--- config.mk ---
export PLATFORM = sky130hd
export DESIGN_NAME = pulse_ring_counter
export DESIGN_NICKNAME = d
export VERILOG_FILES = /design/src/rtl/pulse_ring_counter.sv
export SDC_FILE = /design/constraint.sdc
export NUM_CORES = 1
export LEC_CHECK = 0
export ABC_AREA = 1
export BUFFER_PORTS_ARGS = -buffer_cell sky130_fd_sc_hd__buf_4
export CORE_AREA = 4 4 41 43
export CTS_BUF_LIST = sky130_fd_sc_hd__clkbuf_2
export DETAILED_ROUTE_END_ITERATION = 7
export DIE_AREA = 0 0 45 47
export PLACE_DENSITY_LB_ADDON = 0.15
export SYNTH_ARGS = -nofsm -noshare
export SYNTH_HDL_FRONTEND = slang
export SYNTH_SLANG_ARGS = --single-unit
export TNS_END_PERCENT = 5
--- constraint.sdc ---
create_clock -name clk -period 1.3 [get_ports clk]
set_clock_uncertainty 0.1 [all_clocks]
set_input_delay 0.195 -clock clk [delete_from_list [all_inputs] [get_ports clk]]
set_output_delay 0.195 -clock clk [all_outputs]
set_load 0.1 [all_outputs]
--- src/rtl/pulse_ring_counter.sv ---
// pulse_ring_counter: up/down ring index with synchronous load, terminal-state
// match, single-cycle wrap strobe and sticky illegal-load error.
// Optional macro PULSE_SYNC_EN: treat pulse as asynchronous, pass it through a
// 2-flop synchroniser plus a delay flop, and step once per rising edge.
// Without the macro, every clock edge with pulse high takes one step.
//
// state | meaning
// ------+---------------------------------------------
// 0..N-1| ring position; led is its one-hot decode
// TERM  | terminal position, match asserted
module pulse_ring_counter #(
   parameter int NSTATES = 4,
   parameter int TERM    = NSTATES - 1,
   localparam int W      = $clog2(NSTATES)
) (
   input  logic               clk,
   input  logic               rst,
   input  logic               pulse,
   input  logic               dir,
   input  logic               load,
   input  logic [W-1:0]       load_val,
   output logic [W-1:0]       state,
   output logic [NSTATES-1:0] led,
   output logic               match,
   output logic               wrap,
   output logic               err
);

   localparam logic [W-1:0]       LAST     = W'(NSTATES - 1);
   localparam logic [W-1:0]       TERM_IDX = W'(TERM);
   localparam logic [NSTATES-1:0] LED0     = NSTATES'(1);

   logic         step;
   logic         load_ok;
   logic [W-1:0] state_nxt;
   logic         wrap_nxt;
   logic         err_nxt;

`ifdef PULSE_SYNC_EN
   logic s1, s2, s3;

   // Synchronise the raw pulse and keep one extra delayed copy for edge detect
   always_ff @(posedge clk or posedge rst) begin
      if (rst) begin
         s1 <= 1'b0;
         s2 <= 1'b0;
         s3 <= 1'b0;
      end else begin
         s1 <= pulse;
         s2 <= s1;
         s3 <= s2;
      end
   end

   assign step = s2 & ~s3;
`else
   assign step = pulse;
`endif

   // A power-of-two ring accepts every encodable load value
   generate
      if ((1 << W) == NSTATES) begin : g_load_pow2
         assign load_ok = 1'b1;
      end else begin : g_load_cmp
         localparam logic [W:0] NS_LIM = NSTATES[W:0];
         assign load_ok = ({1'b0, load_val} < NS_LIM);
      end
   endgenerate

   // Next ring position: load beats step beats hold; wrap by compare, not rollover
   always_comb begin
      state_nxt = state;
      wrap_nxt  = 1'b0;
      err_nxt   = err;
      if (load) begin
         if (load_ok) begin
            state_nxt = load_val;
         end else begin
            err_nxt = 1'b1;
         end
      end else if (step) begin
         if (!dir) begin
            if (state == LAST) begin
               state_nxt = '0;
               wrap_nxt  = 1'b1;
            end else begin
               state_nxt = state + 1'b1;
            end
         end else begin
            if (state == '0) begin
               state_nxt = LAST;
               wrap_nxt  = 1'b1;
            end else begin
               state_nxt = state - 1'b1;
            end
         end
      end
   end

   // Ring position, wrap strobe and sticky error registers
   always_ff @(posedge clk or posedge rst) begin
      if (rst) begin
         state <= '0;
         wrap  <= 1'b0;
         err   <= 1'b0;
      end else begin
         state <= state_nxt;
         wrap  <= wrap_nxt;
         err   <= err_nxt;
      end
   end

   assign led   = LED0 << state;
   assign match = (state == TERM_IDX);

endmodule
==> metrics.txt <==
outcome=finished with violations; failing checks=negative setup slack; Clock Root Buffer=clkbuf_2; Setup CP Type=flop to output pin; die height=47 um; Max FO, Critical Path=4; final hold violation count=0; GPL Wtd Cong=0.759; layout cells sized above 1=61.1%; Gate Count Post-Synth=34; Starting Density=18.8%; worst skew pair latency=200 ps; Design Area, Final=564 um2; gr usage total=8.16%; number of buffers and inverters on the critical path=2; max frequency=703 MHz; first-pass GRT wire length=1160 um; Synth top area share=30.6%; Avg Inst Size Synth=7.21 um2; worst setup path endpoint=led[0]; critical path's slowest cell=dfrtp_4; Die X=45 um; Antenna Violating Nets Remaining=0; crit-path cells=inv_4 -> ha_4 -> buf_12; post-synthesis cell area=245 um2; number of diodes=0; VDD IR max=0.434 mV; R2R Path Start=state[0]; I/O pins=16; Nets=66; DRT Wirelength=704 um; cell-internal power=0.370 mW; Clock Tree Buf Depth=2; Pre-Repair DR Iteration Count=2; vias per inst=3.83; number of DRC markers in iteration 0=2; Finished Core Util=43.4%; R2R cell count=5; maximum number of pins on one net before global-route repair=5; maxcap violations=0; max incr delay on CP=520 ps; CP endpoint kind=output pin; Num CTS Buffers=3; final routed DRC violation total=0; final setup TNS=-603 ps; WP data required=1000 ps; H-Tree Level Count=1; Slew Viols, Final=0; WP data arrival=1130 ps; Clk pwr share=17.3%; core box area=1300 um2; DP Area=427 um2; power per cell area=1320 nW/um2; hold crit path type=primary input to flop; DR vias=264; worst reg-to-reg setup slack=70 ps; synthesis-to-layout area growth=130%; total power=0.746 mW; Reg power frac=17.3%; vias in the first global route=282; Final setup violation count=7; Net Switching=0.376 mW; HPWL Detailed=551 um; PortBufs=14; Critical Path Source Type=flop; Crit path max-delay family=flip-flops; initial antenna violation count=0; yosys warns=0; CTS tree=built; clock slew at reported path FFs=40 ps; Syn Nets=45; Tcrit/Tclk final=109%; Area contributors post-synth=dfrtp_1 (31%), ha_1 (20%), nand2_1 (14%), inv_1 (12%), buf_4 (6.1%); Logic pwr share=65.5%; Clock Sinks=3; Yosys reg bits=3; leakage=0.282 nW; sequential-to-total area share from yosys stat=30.6%; Die ar.=2120 um2; WL per Instance=10.2 um; count of different cell masters after synthesis=11; Reg-to-Reg End=wrap; Tmin final=1420 ps; GRT Residual Overflow=0; Worst Setup SP=state[0]; Yosys top cell by area=dfrtp_1; row count=13; number of cells on the critical path=3; min setup slack post-route=-123 ps; RSZ-0062 raised after global routing=true; Sw Ratio=50.4%
-- routing by layer --
metal  vias to the layer above  wire length [um]  part of all wire [%]  GRT usage (%)
met4                         0                 0                     0           8.77
met5                         -                 0                     0              0
met1                       117               267                    38           8.94
met2                        10               396                    56           13.8
li1                        137                 -                     -              -
met3                         0                40                   5.7              0
-- worst reg2reg max path, delay by kind of cell (launching register included) --
kind	cells	cell delay, ps
buffers and inverters	2	190
adders and majority gates	1	150
AOI/OAI and AO/OA	1	140
DFF	1	520
and+or+nand+nor	1	40
-- power groups by stage --
stage,Clock [mW],Combinational (mW),Sequential [mW]
after global placement,0,0.377,0.127
after detailed placement,0,0.378,0.127
after global routing,0.143,0.514,0.131
after CTS,0.136,0.476,0.129
final,0.129,0.488,0.129
after floorplan,0,0.269,0.196
-- worst min-delay path by stage --
| stage | startpoint | to | slack (ps) | cells past startpoint |
|---|---|---|---|---|
| floorplan | rst | wrap | -150 | 1 |
| global placement | rst | wrap | -20 | 2 |
| detailed placement | rst | wrap | -30 | 2 |
| CTS | load_val[1] | state[1] | 150 | 5 |
| global route | load_val[1] | state[1] | 180 | 5 |
| finish | load_val[0] | state[0] | 170 | 5 |
-- stage by stage --
stage	worst slack [ps]	std cells	hold WS, ps
finish	-123	69	170
global route	-171	69	185
CTS	-138	68	154
detailed placement	-23.7	63	-25.4
global placement	-22.1	63	-23.1
floorplan	-278	34	-151
-- layout make-up --
type | count | area (um2)
multi-input combinational | 21 | 183
fill | 143 | 737
timing repair buffer | 18 | 225
tap | 15 | 18.8
clock buffer | 4 | 20.0
inverter | 8 | 35.0
sequential | 3 | 82.6
-- what timing repair did --
action / 4_1_cts / 5_1_grt
setup endpoints to repair: 7 / 8
gates cloned: 0 / 0
hold buffers: 1 / 0
gates resized for setup: 23 / 3
pin swaps: 0 / 5
setup buffers: 0 / 1
endpoints found under the hold margin: 3 / 0
-- placed cells by master (no fill, tap or decap), types with 2 or more instances in the layout --
master	n
buf_12	7
ha_4	4
inv_4	2
a21oi_1	2
inv_1	5
clkbuf_2	4
buf_4	10
dfrtp_4	2
nand2_1	8
-- Yosys cell counts --
master	instances
buf_4	2
nand3_1	2
nor2_1	1
a21boi_1	1
inv_1	8
a21oi_1	2
dfrtp_1	3
nor2_2	1
conb_1	1
nand2_1	9
ha_1	4
-- kinds of logic after synthesis --
kind of cell | Yosys count | synth area share [%]
simple gates | 13 | 21.9
buf+inv | 10 | 18.4
fa+ha+maj | 4 | 20.4
compound gates | 3 | 7.14
flops | 3 | 30.6
other cells | 1 | 1.53
-- state kept, by name, indices dropped and copies added (netlist names) --
register  cells
state         2
wrap          1
No activity file was read; power rests on OpenSTA's default activity.
